===== src/rtl/ctrl_pkg.sv =====
// Shared types and encodings for the multicycle RV32I control unit.
// Imported by ctrl_decode and multicycle_ctrl.
package ctrl_pkg;

    typedef enum logic [2:0] {
        ST_FETCH     = 3'd0,
        ST_DECODE    = 3'd1,
        ST_EXECUTE   = 3'd2,
        ST_MEM       = 3'd3,
        ST_WRITEBACK = 3'd4,
        ST_TRAP      = 3'd5
    } state_e;

    localparam logic [6:0] OPC_LUI    = 7'b0110111;
    localparam logic [6:0] OPC_AUIPC  = 7'b0010111;
    localparam logic [6:0] OPC_JAL    = 7'b1101111;
    localparam logic [6:0] OPC_JALR   = 7'b1100111;
    localparam logic [6:0] OPC_BRANCH = 7'b1100011;
    localparam logic [6:0] OPC_LOAD   = 7'b0000011;
    localparam logic [6:0] OPC_STORE  = 7'b0100011;
    localparam logic [6:0] OPC_OP_IMM = 7'b0010011;
    localparam logic [6:0] OPC_OP     = 7'b0110011;

    localparam logic [3:0] ALU_ADD = 4'b0000;
    localparam logic [3:0] ALU_LUI = 4'b1001;

    localparam logic [2:0] BR_NONE   = 3'b010;
    localparam logic [2:0] BR_ALWAYS = 3'b011;

    localparam logic [1:0] M2R_ALU  = 2'b00;
    localparam logic [1:0] M2R_MEM  = 2'b01;
    localparam logic [1:0] M2R_LINK = 2'b10;

    localparam logic [1:0] TC_NONE    = 2'b00;
    localparam logic [1:0] TC_ILLEGAL = 2'b01;
    localparam logic [1:0] TC_IMEM    = 2'b10;
    localparam logic [1:0] TC_DMEM    = 2'b11;

    // Decoded instruction: datapath controls plus the class bits the FSM needs later.
    typedef struct packed {
        logic [3:0] alu_op;
        logic [2:0] branch_cond;
        logic [2:0] data_size;
        logic [1:0] mem_to_reg;
        logic       alu_a_src;
        logic       alu_b_src;
        logic       is_load;
        logic       is_store;
        logic       is_branch;
        logic       illegal;
    } dec_t;

    localparam dec_t DEC_RESET = '{
        alu_op:      ALU_ADD,
        branch_cond: BR_NONE,
        data_size:   3'b000,
        mem_to_reg:  M2R_ALU,
        alu_a_src:   1'b0,
        alu_b_src:   1'b0,
        is_load:     1'b0,
        is_store:    1'b0,
        is_branch:   1'b0,
        illegal:     1'b0
    };

endpackage


===== src/rtl/multicycle_ctrl_if.sv =====
// Instruction-field, memory-handshake and control-strobe bundle of multicycle_ctrl.
// master = the controller, slave = datapath/memory side.
interface multicycle_ctrl_if;

    logic [6:0] opcode;
    logic [2:0] funct3;
    logic [6:0] funct7;
    logic       imem_req;
    logic       imem_ack;
    logic       dmem_req;
    logic       dmem_ack;
    logic       trap_ack;
    logic [3:0] alu_op;
    logic [2:0] branch_cond;
    logic [2:0] data_size;
    logic [1:0] mem_to_reg;
    logic       alu_a_src;
    logic       alu_b_src;
    logic       ir_write_en;
    logic       pc_write_en;
    logic       reg_write_en;
    logic       data_read_en;
    logic       data_write_en;
    logic       busy;
    logic       trap;
    logic [1:0] trap_cause;

    modport master (
        input  opcode, funct3, funct7, imem_ack, dmem_ack, trap_ack,
        output imem_req, dmem_req, alu_op, branch_cond, data_size, mem_to_reg,
               alu_a_src, alu_b_src, ir_write_en, pc_write_en, reg_write_en,
               data_read_en, data_write_en, busy, trap, trap_cause
    );

    modport slave (
        output opcode, funct3, funct7, imem_ack, dmem_ack, trap_ack,
        input  imem_req, dmem_req, alu_op, branch_cond, data_size, mem_to_reg,
               alu_a_src, alu_b_src, ir_write_en, pc_write_en, reg_write_en,
               data_read_en, data_write_en, busy, trap, trap_cause
    );

endinterface


===== src/rtl/ctrl_decode.sv =====
// Combinational RV32I opcode decode; any opcode outside the 9 base
// opcodes is flagged illegal.
module ctrl_decode
    import ctrl_pkg::*;
(
    input  logic [6:0] i_opcode,
    input  logic [2:0] i_funct3,
    input  logic       i_funct7_b5,
    output dec_t       o_dec
);

    always_comb begin
        // NOTE: every output gets a default before the case so no path leaves it unassigned (no latch).
        o_dec           = DEC_RESET;
        o_dec.alu_b_src = 1'b1;
        unique case (i_opcode)
            OPC_OP_IMM: o_dec.alu_op = {i_funct7_b5, i_funct3};
            OPC_OP: begin
                o_dec.alu_op    = {i_funct7_b5, i_funct3};
                o_dec.alu_b_src = 1'b0;
            end
            OPC_LUI:   o_dec.alu_op    = ALU_LUI;
            OPC_AUIPC: o_dec.alu_a_src = 1'b1;
            OPC_JAL: begin
                o_dec.branch_cond = BR_ALWAYS;
                o_dec.mem_to_reg  = M2R_LINK;
                o_dec.alu_a_src   = 1'b1;
            end
            OPC_JALR: begin
                o_dec.branch_cond = BR_ALWAYS;
                o_dec.mem_to_reg  = M2R_LINK;
            end
            OPC_BRANCH: begin
                o_dec.branch_cond = i_funct3;
                o_dec.alu_a_src   = 1'b1;
                o_dec.is_branch   = 1'b1;
            end
            OPC_LOAD: begin
                o_dec.data_size  = i_funct3;
                o_dec.mem_to_reg = M2R_MEM;
                o_dec.is_load    = 1'b1;
            end
            OPC_STORE: begin
                o_dec.data_size = i_funct3;
                o_dec.is_store  = 1'b1;
            end
            default: o_dec.illegal = 1'b1;
        endcase
    end

endmodule


===== src/rtl/multicycle_ctrl.sv =====
// Multicycle RV32I control FSM with registered decode and memory-ack timeout.
// Define ILLEGAL_TRAP_EN to route faults into a TRAP state instead of skipping the instruction.
module multicycle_ctrl
    import ctrl_pkg::*;
#(
    parameter int MEM_TIMEOUT = 16,
    parameter int TMR_W       = $clog2(MEM_TIMEOUT + 1)
) (
    input  logic               clk,
    input  logic               rst,
    multicycle_ctrl_if.master  bus
);

    state_e           r_state;
    state_e           w_state_nxt;
    dec_t             r_dec;
    dec_t             w_dec;
    logic [TMR_W-1:0] r_tmr;
    logic             w_tmr_last;
    logic             w_tmr_count;
    logic             w_fault;
    logic [1:0]       w_fault_cause;
    logic             w_imem_req;
    logic             w_dmem_req;
    logic             w_ir_write_en;
    logic             w_pc_write_en;
    logic             w_reg_write_en;
    logic             w_data_read_en;
    logic             w_data_write_en;
    logic             w_unused;

    ctrl_decode u_decode (
        .i_opcode    (bus.opcode),
        .i_funct3    (bus.funct3),
        .i_funct7_b5 (bus.funct7[5]),
        .o_dec       (w_dec)
    );

    // The MEM_TIMEOUT-th ack-less cycle faults unless the ack arrives in that same cycle.
    assign w_tmr_last  = (r_tmr == TMR_W'(MEM_TIMEOUT - 1));
    assign w_tmr_count = ((r_state == ST_FETCH) && !bus.imem_ack) ||
                         ((r_state == ST_MEM)   && !bus.dmem_ack);

    always_comb begin
        w_state_nxt     = r_state;
        w_imem_req      = 1'b0;
        w_dmem_req      = 1'b0;
        w_ir_write_en   = 1'b0;
        w_pc_write_en   = 1'b0;
        w_reg_write_en  = 1'b0;
        w_data_read_en  = 1'b0;
        w_data_write_en = 1'b0;
        w_fault         = 1'b0;
        w_fault_cause   = TC_NONE;
        if (!rst) begin
            unique case (r_state)
                ST_FETCH: begin
                    w_imem_req = 1'b1;
                    if (bus.imem_ack) begin
                        w_ir_write_en = 1'b1;
                        w_state_nxt   = ST_DECODE;
                    end else if (w_tmr_last) begin
                        w_fault       = 1'b1;
                        w_fault_cause = TC_IMEM;
                    end
                end
                ST_DECODE: begin
                    if (w_dec.illegal) begin
                        w_fault       = 1'b1;
                        w_fault_cause = TC_ILLEGAL;
                    end else begin
                        w_state_nxt = ST_EXECUTE;
                    end
                end
                ST_EXECUTE: begin
                    if (r_dec.is_load || r_dec.is_store) begin
                        w_state_nxt = ST_MEM;
                    end else if (r_dec.is_branch) begin
                        w_pc_write_en = 1'b1;
                        w_state_nxt   = ST_FETCH;
                    end else begin
                        w_state_nxt = ST_WRITEBACK;
                    end
                end
                ST_MEM: begin
                    w_dmem_req      = 1'b1;
                    w_data_read_en  = r_dec.is_load;
                    w_data_write_en = r_dec.is_store;
                    if (bus.dmem_ack) begin
                        if (r_dec.is_load) begin
                            w_state_nxt = ST_WRITEBACK;
                        end else begin
                            w_pc_write_en = 1'b1;
                            w_state_nxt   = ST_FETCH;
                        end
                    end else if (w_tmr_last) begin
                        w_fault       = 1'b1;
                        w_fault_cause = TC_DMEM;
                    end
                end
                ST_WRITEBACK: begin
                    w_reg_write_en = 1'b1;
                    w_pc_write_en  = 1'b1;
                    w_state_nxt    = ST_FETCH;
                end
`ifdef ILLEGAL_TRAP_EN
                ST_TRAP: if (bus.trap_ack) w_state_nxt = ST_FETCH;
`else
                ST_TRAP: w_state_nxt = ST_FETCH;
`endif
                default: w_state_nxt = ST_FETCH;
            endcase
            if (w_fault) begin
`ifdef ILLEGAL_TRAP_EN
                w_state_nxt = ST_TRAP;
`else
                w_pc_write_en = 1'b1;
                w_state_nxt   = ST_FETCH;
`endif
            end
        end
    end

    always_ff @(posedge clk) begin
        // NOTE: state registers use non-blocking assignment so every flop samples pre-edge values.
        if (rst) begin
            r_state <= ST_FETCH;
            r_dec   <= DEC_RESET;
            r_tmr   <= '0;
        end else begin
            r_state <= w_state_nxt;
            if (r_state == ST_DECODE) r_dec <= w_dec;
            // Any state change (including a fault re-entering FETCH) starts a fresh wait window.
            if ((w_state_nxt != r_state) || w_fault) r_tmr <= '0;
            else if (w_tmr_count)                    r_tmr <= r_tmr + TMR_W'(1);
        end
    end

`ifdef ILLEGAL_TRAP_EN
    logic [1:0] r_trap_cause;

    always_ff @(posedge clk) begin
        if (rst)                                         r_trap_cause <= TC_NONE;
        else if (w_fault)                                r_trap_cause <= w_fault_cause;
        else if ((r_state == ST_TRAP) && bus.trap_ack)   r_trap_cause <= TC_NONE;
    end

    assign bus.trap       = !rst && (r_state == ST_TRAP);
    assign bus.trap_cause = rst ? TC_NONE : r_trap_cause;
    assign w_unused       = ^{bus.funct7[6], bus.funct7[4:0], r_dec.illegal};
`else
    assign bus.trap       = 1'b0;
    assign bus.trap_cause = TC_NONE;
    assign w_unused       = ^{bus.funct7[6], bus.funct7[4:0], r_dec.illegal,
                              bus.trap_ack, w_fault_cause};
`endif

    assign bus.imem_req      = w_imem_req;
    assign bus.dmem_req      = w_dmem_req;
    assign bus.ir_write_en   = w_ir_write_en;
    assign bus.pc_write_en   = w_pc_write_en;
    assign bus.reg_write_en  = w_reg_write_en;
    assign bus.data_read_en  = w_data_read_en;
    assign bus.data_write_en = w_data_write_en;
    assign bus.busy          = !rst && (r_state != ST_FETCH);
    assign bus.alu_op        = r_dec.alu_op;
    assign bus.branch_cond   = r_dec.branch_cond;
    assign bus.data_size     = r_dec.data_size;
    assign bus.mem_to_reg    = r_dec.mem_to_reg;
    assign bus.alu_a_src     = r_dec.alu_a_src;
    assign bus.alu_b_src     = r_dec.alu_b_src;

endmodule

===== src/flat_wrapper.sv =====
// flat-port wrapper written by rule: the top's interface ports become plain ports
module multicycle_ctrl_flat import ctrl_pkg::*;
#(
    parameter int MEM_TIMEOUT = 16,
    parameter int TMR_W       = $clog2(MEM_TIMEOUT + 1)
)
  (clk, rst, bus_opcode, bus_funct3, bus_funct7, bus_imem_ack, bus_dmem_ack, bus_trap_ack, bus_imem_req, bus_dmem_req, bus_alu_op, bus_branch_cond, bus_data_size, bus_mem_to_reg, bus_alu_a_src, bus_alu_b_src, bus_ir_write_en, bus_pc_write_en, bus_reg_write_en, bus_data_read_en, bus_data_write_en, bus_busy, bus_trap, bus_trap_cause);
  multicycle_ctrl_if bus_i ();
  input  logic clk;
  input  logic rst;
  input wire logic [$bits(bus_i.opcode)-1:0] bus_opcode;
  input wire logic [$bits(bus_i.funct3)-1:0] bus_funct3;
  input wire logic [$bits(bus_i.funct7)-1:0] bus_funct7;
  input wire logic [$bits(bus_i.imem_ack)-1:0] bus_imem_ack;
  input wire logic [$bits(bus_i.dmem_ack)-1:0] bus_dmem_ack;
  input wire logic [$bits(bus_i.trap_ack)-1:0] bus_trap_ack;
  output wire logic [$bits(bus_i.imem_req)-1:0] bus_imem_req;
  output wire logic [$bits(bus_i.dmem_req)-1:0] bus_dmem_req;
  output wire logic [$bits(bus_i.alu_op)-1:0] bus_alu_op;
  output wire logic [$bits(bus_i.branch_cond)-1:0] bus_branch_cond;
  output wire logic [$bits(bus_i.data_size)-1:0] bus_data_size;
  output wire logic [$bits(bus_i.mem_to_reg)-1:0] bus_mem_to_reg;
  output wire logic [$bits(bus_i.alu_a_src)-1:0] bus_alu_a_src;
  output wire logic [$bits(bus_i.alu_b_src)-1:0] bus_alu_b_src;
  output wire logic [$bits(bus_i.ir_write_en)-1:0] bus_ir_write_en;
  output wire logic [$bits(bus_i.pc_write_en)-1:0] bus_pc_write_en;
  output wire logic [$bits(bus_i.reg_write_en)-1:0] bus_reg_write_en;
  output wire logic [$bits(bus_i.data_read_en)-1:0] bus_data_read_en;
  output wire logic [$bits(bus_i.data_write_en)-1:0] bus_data_write_en;
  output wire logic [$bits(bus_i.busy)-1:0] bus_busy;
  output wire logic [$bits(bus_i.trap)-1:0] bus_trap;
  output wire logic [$bits(bus_i.trap_cause)-1:0] bus_trap_cause;
  assign bus_i.opcode = bus_opcode;
  assign bus_i.funct3 = bus_funct3;
  assign bus_i.funct7 = bus_funct7;
  assign bus_i.imem_ack = bus_imem_ack;
  assign bus_i.dmem_ack = bus_dmem_ack;
  assign bus_i.trap_ack = bus_trap_ack;
  assign bus_imem_req = bus_i.imem_req;
  assign bus_dmem_req = bus_i.dmem_req;
  assign bus_alu_op = bus_i.alu_op;
  assign bus_branch_cond = bus_i.branch_cond;
  assign bus_data_size = bus_i.data_size;
  assign bus_mem_to_reg = bus_i.mem_to_reg;
  assign bus_alu_a_src = bus_i.alu_a_src;
  assign bus_alu_b_src = bus_i.alu_b_src;
  assign bus_ir_write_en = bus_i.ir_write_en;
  assign bus_pc_write_en = bus_i.pc_write_en;
  assign bus_reg_write_en = bus_i.reg_write_en;
  assign bus_data_read_en = bus_i.data_read_en;
  assign bus_data_write_en = bus_i.data_write_en;
  assign bus_busy = bus_i.busy;
  assign bus_trap = bus_i.trap;
  assign bus_trap_cause = bus_i.trap_cause;
  multicycle_ctrl #(.MEM_TIMEOUT(MEM_TIMEOUT), .TMR_W(TMR_W)) u_core (.clk(clk), .rst(rst), .bus(bus_i));
endmodule

===== config.mk =====
export PLATFORM = sky130hd
export DESIGN_NAME = multicycle_ctrl_flat
export DESIGN_NICKNAME = d
export VERILOG_FILES = /design/src/rtl/ctrl_pkg.sv /design/src/rtl/multicycle_ctrl_if.sv /design/src/rtl/ctrl_decode.sv /design/src/rtl/multicycle_ctrl.sv /design/src/flat_wrapper.sv
export SDC_FILE = /design/constraint.sdc
export NUM_CORES = 1
export LEC_CHECK = 0
export CORE_MARGIN = 4
export CORE_UTILIZATION = 35
export CTS_BUF_LIST = sky130_fd_sc_hd__clkbuf_4 sky130_fd_sc_hd__clkbuf_8
export DETAILED_ROUTE_END_ITERATION = 8
export HOLD_SLACK_MARGIN = 0.05
export PLACE_DENSITY = 0.65
export SYNTH_ARGS = -nofsm -noshare
export SYNTH_HDL_FRONTEND = slang
export SYNTH_SLANG_ARGS = --single-unit

===== constraint.sdc =====
create_clock -name clk -period 2.2 [get_ports clk]
set_input_delay 0.33 -clock clk [delete_from_list [all_inputs] [get_ports clk]]
set_output_delay 0.33 -clock clk [all_outputs]
set_load 0.03 [all_outputs]

==> results.cfg <==
[outcome]
run_status = finished clean

[synth]
synth_top_cell_by_area = dfxtp_1
syn_avg_cell_area_um2 = 8.19
synth.area.top_cells = dfxtp_1, buf_4, a21oi_1
yosysWarnings = 0
synth_top_area_share_pct = 34.7
synth-edff-count = 0
ys_seq_area_share_pct = 34.7
syn_area_um2 = 1380
synth_ff_type = dfxtp_1
ys_types = 45
synth-seq-cells = 24
synthArstFlopShare_pct = 0
synthCells = 169

[die]
initial_core_util_pct = 37.0
die_x_um = 70.9
coreArea_um2 = 3740
dieHeight_um = 70.9
row_count = 22
pin_count = 47
die-area_um2 = 5020

[grt]
gr-usage-met2_pct = 21.5
grt_max_degree = 18
antenna_found_initial = 0
use_met1_pct = 16.4
grt_util_all_layers_pct = 12.8
grt_pass1_wl_um = 5440
top_usage_layer = met2
grt_overflow = 0
grt_pass1_vias = 1266
gr-usage-met3_pct = 2.84

[worst_setup_path]
worstSetupPathType = in -> out
critical_path.max_fanout = 4
worstRegToRegCells = 7
crit_end = bus_pc_write_en
arrival_ns = 1.78
end_kind = output port
r2r_start = u_core.r_tmr[0]
required_ns = 1.87
crit_path_top_delay_cell = clkdlybuf4s50_1
regToRegEndpoint = u_core.r_tmr[1]
cp_cell_sequence = clkdlybuf4s50_1 > and4bb_1 > o21ai_0 > o311a_1 > a21oi_1 > buf_4
rrSetupSlack_ns = 0.36
max_stage_delay_ns = 0.52
crit_path_start = bus_dmem_ack
start_kind = input port

[clock_network]
cts_root_buf = clkbuf_8
cts-htree-levels = 1
cts.sinks = 24
path_clk_slew_ns = 0.07
cts_buffers = 3
clk_latency_ns = 0.26
cts_hold_buf = 0
cts_tree = yes
cts.path.max_buffers = 2

[sta]
hold_violations = 0
tns_ns = 0
finalSetupViolations = 0
max_freq_mhz = 475
final.setup_skew_ns = 0.00831
worst_slack_ns = 0.0950
tightest_slew_ns = 0.543
period_needed_ns = 2.11
relSlewSlack_pct = 63.7
rsz0062_at_grt = no
fin_crit_sh_pct = 95.7
final_max_slew_viol_count = 0

[pwr]
p_total_mw = 0.881
ir_drop_mv = 0.220
leakage_nw = 0.682
powerDensity_nw_per_um2 = 497

[placed_design]
placed_area_um2 = 1720
dpl.hpwl_um = 2520
gp_congestion = 0.955
placed_cells = 242
post-place-ws_ns = 0.00519
portBuffers = 36

[detailed_routing]
vias = 1266
ant_nets = 0
drtPass1Iterations = 4
routedWlPerCell_um = 13.2
drt_wl_total_um = 3240
drcViolationCount = 0
viasPerCell = 5.17
drt-initial-drc-count = 39

[final_layout]
drive_above_1_share_pct = 14.7
final_common_cell = clkdlybuf4s50_1
largest_reg_flops = 5
final_cell_mix = clkdlybuf4s50_1, dfxtp_1, nor2_1, nand2_1, a21oi_1
fin_cells = 245
largest-register = u_core.r_tmr
syn_to_final_growth_pct = 27.9
antenna_cells = 0
fin_area_um2 = 1770
final_nets = 223

[flow_run]
drv_cap = 0

[hold_path]
hold_depth = 2
hp-class = reg -> reg
[layer usage]
metal / share of wire (%) / wire length, um / vias to the layer above
li1: - / - / 641
met1: 46 / 1510 / 582
met2: 47 / 1530 / 39
met3: 5.3 / 173 / 4
met4: 0.96 / 31 / 0
met5: 0 / 0 / -
[worst max-delay path: cells and delay by family]
family | cells | cell delay (ns)
buf+inv | 2 | 0.69
compound gates | 3 | 0.52
simple gates | 1 | 0.24
[Yosys cell counts (2+ instances only)]
library cell	number
dfxtp_1	24
nand2_1	17
nor2_1	17
a21oi_1	16
buf_4	16
nand3_1	9
o21ai_0	9
buf_2	4
inv_1	4
and2_1	3
and3_1	3
nor3_1	3
a21boi_0	2
a32oi_1	2
clkbuf_1	2
ha_1	2
nand2b_1	2
nor2b_1	2
nor4_1	2
o21a_1	2
or3_1	2
or3b_1	2
xor2_1	2
[through the flow]
step	hold slack [ns]	utilization (%)
after floorplan	0.431	-
final	0.450	47.3
after detailed placement	0.445	45.9
after global placement	0.444	45.9
after global routing	0.480	47.3
after CTS	0.455	47.0
[worst min-delay path by stage]
stage                            startpoint                 endpoint  slack (ns)
floorplan                     bus_opcode[5]     u_core.bus.alu_b_src        0.43
global placement    u_core.bus.data_size[0]  u_core.bus.data_size[0]        0.44
detailed placement  u_core.bus.data_size[1]  u_core.bus.data_size[1]        0.44
CTS                    u_core.bus.alu_op[1]     u_core.bus.alu_op[1]        0.45
global route           u_core.bus.alu_op[2]     u_core.bus.alu_op[2]        0.48
finish              u_core.bus.data_size[1]  u_core.bus.data_size[1]        0.45
[area by class of cell]
class / instances / area (um2)
inverters: 4 / 15.0
repair buffers: 45 / 420
clock buffers: 3 / 41.3
fillers: 395 / 1970
well taps: 48 / 60.1
flip-flops and latches: 24 / 483
multi-input cells: 121 / 751
[kinds of logic (layout without fill, tap and decap cells)]
group / after synthesis / after routing / share of synthesized area [%]
simple gates: 72 / 72 / 30.0
flops: 24 / 24 / 34.7
compound gates: 40 / 40 / 18.5
other cells: 1 / 3 / 0.271
fa+ha+maj: 2 / 2 / 1.81
xor+xnor: 2 / 2 / 1.27
buf+inv: 26 / 52 / 11.8
mux: 2 / 2 / 1.63
[power by group]
part	total (mW)	internal (mW)	switching [mW]	leakage, nW
Combinational	0.177	0.0774	0.0996	0.465
Sequential	0.455	0.446	0.00836	0.195
Clock	0.249	0.122	0.127	0.0216
[what timing repair did]
action | CTS | global route
resized for setup | 0 | 5
buffers inserted | 0 | 0
endpoints found under the setup margin | 0 | 3
(Power assumes the default switching activity.)
